[config.mk]
export PLATFORM = sky130hd
export DESIGN_NAME = bayer_mosaic
export DESIGN_NICKNAME = d
export VERILOG_FILES = /design/src/rtl/bayer_mosaic.sv
export SDC_FILE = /design/constraint.sdc
export NUM_CORES = 1
export LEC_CHECK = 0
export ABC_CLOCK_PERIOD_IN_PS = 2000
export CORE_MARGIN = 2
export CORE_UTILIZATION = 40
export CTS_CLUSTER_DIAMETER = 120
export DETAILED_ROUTE_END_ITERATION = 6
export GPL_TIMING_DRIVEN = 0
export PLACE_DENSITY = 0.69
export RECOVER_POWER = 100
export SETUP_SLACK_MARGIN = 0.5
export SLEW_MARGIN = 15
export SYNTH_ARGS = -nofsm -noshare
export SYNTH_HDL_FRONTEND = slang
export SYNTH_SLANG_ARGS = --single-unit
[constraint.sdc]
create_clock -name clk -period 2 [get_ports clk]
set_clock_uncertainty 0.2 [all_clocks]
set_input_delay 0.2 -clock clk [delete_from_list [all_inputs] [get_ports clk]]
set_output_delay 0.2 -clock clk [all_outputs]
set_load 0.01 [all_outputs]
[src/rtl/bayer_mosaic.sv]
// RGB-to-Bayer encoder: emits one raw sample per accepted pixel (even rows G B, odd rows R G), 1-cycle latency.
// Optional per-frame channel sums are enabled by defining BAYER_MOSAIC_STATS_EN.
module bayer_mosaic #(
    parameter int width  = 320,
    parameter int height = 240
) (
    input  logic                       clk,
    input  logic                       reset,
    input  logic                       newFrame,
    input  logic                       iValid,
    input  logic [7:0]                 iR,
    input  logic [7:0]                 iG,
    input  logic [7:0]                 iB,
    output logic                       oValid,
    output logic [7:0]                 oData,
    output logic                       oDone,
    output logic [$clog2(height)-1:0]  oRow,
    output logic [$clog2(width)-1:0]   oCol
`ifdef BAYER_MOSAIC_STATS_EN
    ,
    output logic [31:0]                oSumR,
    output logic [31:0]                oSumG,
    output logic [31:0]                oSumB,
    output logic                       oStatsValid
`endif
);

    localparam int CW = $clog2(width);
    localparam int RW = $clog2(height);

    typedef enum logic [1:0] {IDLE, ACTIVE, DONE} state_t;

    state_t        state, state_nxt;
    logic [CW-1:0] col, col_nxt, pix_col;
    logic [RW-1:0] row, row_nxt, pix_row;
    logic          accept;
    logic          last;
    logic [7:0]    sample;

    // newFrame forces the position of a same-cycle pixel to (0,0) and overrides any increment.
    always_comb begin
        // NOTE: every combinational output gets a default first so no path can infer a latch.
        state_nxt = state;
        pix_col   = newFrame ? '0 : col;
        pix_row   = newFrame ? '0 : row;
        col_nxt   = pix_col;
        row_nxt   = pix_row;
        accept    = iValid && (newFrame || state == ACTIVE);
        last      = (pix_col == CW'(width - 1)) && (pix_row == RW'(height - 1));

        if (newFrame)
            state_nxt = ACTIVE;

        if (accept) begin
            if (last) begin
                state_nxt = DONE;
                col_nxt   = '0;
                row_nxt   = '0;
            end else if (pix_col == CW'(width - 1)) begin
                col_nxt = '0;
                row_nxt = pix_row + 1'b1;
            end else begin
                col_nxt = pix_col + 1'b1;
            end
        end

        unique case ({pix_row[0], pix_col[0]})
            2'b00:   sample = iG;
            2'b01:   sample = iB;
            2'b10:   sample = iR;
            default: sample = iG;
        endcase
    end

    always_ff @(posedge clk or posedge reset) begin
        if (reset) begin
            state  <= IDLE;
            col    <= '0;
            row    <= '0;
            oValid <= 1'b0;
            oData  <= '0;
            oDone  <= 1'b0;
            oRow   <= '0;
            oCol   <= '0;
        end else begin
            // NOTE: state registers use non-blocking assignment so every flop samples pre-edge values.
            state  <= state_nxt;
            col    <= col_nxt;
            row    <= row_nxt;
            oValid <= accept;
            if (accept) begin
                oData <= sample;
                oRow  <= pix_row;
                oCol  <= pix_col;
            end
            if (newFrame)
                oDone <= 1'b0;
            if (accept && last)
                oDone <= 1'b1;
        end
    end

`ifdef BAYER_MOSAIC_STATS_EN
    // Sums follow the registered output stream, so they settle one cycle after oDone rises.
    always_ff @(posedge clk or posedge reset) begin
        if (reset) begin
            oSumR       <= '0;
            oSumG       <= '0;
            oSumB       <= '0;
            oStatsValid <= 1'b0;
        end else if (newFrame) begin
            oSumR       <= '0;
            oSumG       <= '0;
            oSumB       <= '0;
            oStatsValid <= 1'b0;
        end else begin
            oStatsValid <= oDone;
            if (oValid) begin
                unique case ({oRow[0], oCol[0]})
                    2'b01:   oSumB <= oSumB + 32'(oData);
                    2'b10:   oSumR <= oSumR + 32'(oData);
                    default: oSumG <= oSumG + 32'(oData);
                endcase
            end
        end
    end
`endif

endmodule

==> flow_summary.yaml <==
timing:
  min_period_ps: 1950
  maxSlewViolCount: 0
  worstMarginPinSlew_ps: 1020
  setup_slack_ps: 47.0
  max_freq_mhz: 512
  finalCritPeriodShare_pct: 97.7
  grt_setup_unrepaired: "yes"
  hold_violations: 0
  setup_tns_ps: 0
  setup_violations: 0
  hold_ws_ps: 198
  relSlewSlack_pct: 31.7
placement:
  place.gp.congestion: 0.818
  hpwlAfterDp_um: 4240
  pre_cts_ws_ps: -760
  place_area_sq_mm: 0.00305
  place_inst: 368
  port_buffers: 54
global_route:
  grt_max_degree: 25
  grt_pass1_wl_um: 10600
  grt_pass1_vias: 2125
  antenna_found_initial: 0
  track_usage_pct: 21.9
  overflow: 0
floorplan:
  dieArea_sq_mm: 0.00624
  start_util_pct: 41.1
  die_x_um: 79.0
  die_y_um: 79.0
  core.rowCount: 27
  core_sq_mm: 0.00547
  io_pins: 55
critical_path:
  cp_slowest_stage_delay_ps: 400
  cp.arrival_ps: 1940
  r2r_cells: 8
  path_cells: "nand2_4 > inv_4 > ha_4 > and4_4 > nand4_4 > buf_4 > o31ai_4 > a21oi_1"
  endpoint_kind: "flip-flop"
  r2r_start: "col[0]$_DFF_PP0_"
  required_ps: 1990
  ff2ff_setup_slack_ps: 50
  rr_endpoint: "row[3]$_DFF_PP0_"
  path_class: "reg -> reg"
  crit_fanout: 7
  cpMaxStageDelayCell: "dfrtp_1"
  setup.worst_path.start_class: "flip-flop"
clock_tree:
  numCtsBuffers: 5
  clock-sinks: 46
  cts_tree: "yes"
  cts_buffer_depth: 2
  cts_root_buffer: "clkbuf_8"
  clock_latency_ps: 300
  clk_transition_reported_paths_ps: 90
  htree_levels: 2
yosys:
  syn-num-nets: 273
  synth.distinct_cells: 43
  syn_avg_cell_area_sq_um: 9.33
  ys_ff_latch: 46
  synthFlopType: "dfrtp_1"
  synth_edf_count: 0
  async_flop_share_pct: 100
  synth_cells: 241
  synth_warnings: 0
  syn_area_sq_mm: 0.00225
  yosysSeqAreaShare_pct: 51.2
layout:
  syn_to_final_growth_pct: 60.9
  diodes: 0
  post-route-cell-area_sq_mm: 0.00362
  final_common_cell: "nand2_1"
  nNetsFinal: 366
  final_cells: 407
  drive_gt1_share_pct: 29.3
  layout_common_cells: "nand2_1, dfrtp_1, dlygate4sd2_1, clkdlybuf4s50_1, buf_4"
power:
  p_clk_share_pct: 35.1
  power-per-cell-area_mw_per_mm2: 555
  power_frac_comb_pct: 16.5
  p_leak_nw: 1.69
  swShare_pct: 25.4
  internal-power_mw: 1.50
  seq_power_share_pct: 48.4
  p_switching_uw: 509
  ir_worst_vdd_mv: 0.471
drt:
  final_antenna_net_count: 0
  wl_per_cell_um: 16.8
  postRouteWirelength_um: 6820
  via_per_inst: 5.30
  firstDrtPassIters: 4
  drt_iter0_markers: 174
  drc: 0
  vias: 2157
min_path:
  hold_end: "col[8]$_DFF_PP0_"
  hold_path.class: "in -> reg"
  min_from: "newFrame"
  hold_path_depth: 3
run_status:
  status: "finished, final reports clean"
job:
  cap_violations: 0
-- power by group through the flow --
stage / logic, mW / clock network, mW / registers [mW]
after floorplan: 0.113 / 0 / 1.00
after global placement: 0.261 / 0 / 0.991
after detailed placement: 0.272 / 0 / 0.993
after CTS: 0.318 / 0.716 / 0.972
after global routing: 0.356 / 0.762 / 0.976
final: 0.331 / 0.704 / 0.972
-- synthesized netlist by cell type (2+ instances only) --
master	number	area share (%)
nand2b_1	4	1.1
and3b_1	2	0.78
clkbuf_1	9	1.5
a22oi_1	8	2.7
inv_1	6	1.0
nor3_1	4	0.89
buf_2	4	0.89
nor2b_1	4	1.1
nand4_1	2	0.56
o31ai_1	2	0.67
nand3b_1	2	0.67
o21ai_0	23	5.1
a21o_1	2	0.67
or3_1	3	0.83
ha_1	4	2.2
xnor2_1	5	1.9
nand2_1	50	8.3
dfrtp_1	46	51
nand3_1	13	2.9
a21oi_1	14	3.1
nor2_1	12	2.0
-- metal layers --
layer	track usage [%]	up-vias	wire length, um
li1	-	1025	-
met1	28.1	1041	2960
met2	36.9	80	3330
met3	5.11	11	442
met4	6.55	0	95
met5	0	-	0
-- area by class of cell --
type | instances | area (sq um)
well taps | 72 | 90.1
repair buffers | 86 | 818
plain buffers | 14 | 148
inverters | 6 | 33.8
clock inverters | 2 | 37.5
flip-flops and latches | 46 | 1150
multi-input cells | 175 | 1270
fillers | 428 | 1860
clock buffers | 6 | 72.6
-- state kept, by name (all words and copies together), names as in the netlist --
signal,flops
state,2
row,8
col,9
oRow,8
oCol,9
oValid,1
oDone,1
oData,8
-- how the worst max path moves through the flow --
stage	startpoint	end	slack, ps	cells after the start
floorplan	col[0]$_DFF_PP0_	row[7]$_DFF_PP0_	200	7
global placement	newFrame	row[7]$_DFF_PP0_	-700	10
CTS	col[1]$_DFF_PP0_	row[7]$_DFF_PP0_	100	7
detailed placement	newFrame	row[6]$_DFF_PP0_	-760	11
finish	col[0]$_DFF_PP0_	row[3]$_DFF_PP0_	50	8
global route	state[1]$_DFF_PP0_	col[0]$_DFF_PP0_	-20	7
-- repair_timing --
item	in CTS	in global routing
pin swaps	15	11
hold buffers	0	0
endpoints found under the setup margin	73	45
gates resized for setup	85	36
gates cloned	2	0
buffers inserted	23	6
-- worst max-delay path: cells and delay by family, from the launching register on --
kind | cells | cell delay [ps]
simple gates | 3 | 500
flops | 1 | 400
compound gates | 2 | 340
buf+inv | 2 | 250
fa+ha+maj | 1 | 130
-- stage by stage --
step	total power, mW	utilization (%)
2_1_floorplan	1.12	-
3_3_place_gp	1.25	55.1
3_5_place_dp	1.26	55.6
4_1_cts	2.01	63.9
5_1_grt	2.09	66.1
6_report	2.01	66.1
-- logic make-up after synthesis --
family                   count (synthesis)  share of synthesized area (%)
flip-flops                              46                           51.2
multiplexers                             1                          0.445
buffers and inverters                   20                           3.62
adder cells (fa/ha/maj)                  4                           2.23
AO/OA/AOI/OAI                           54                           14.7
AND/OR/NAND/NOR                        110                           25.4
XOR/XNOR                                 6                           2.34
No activity file was read; power rests on OpenSTA's default activity.
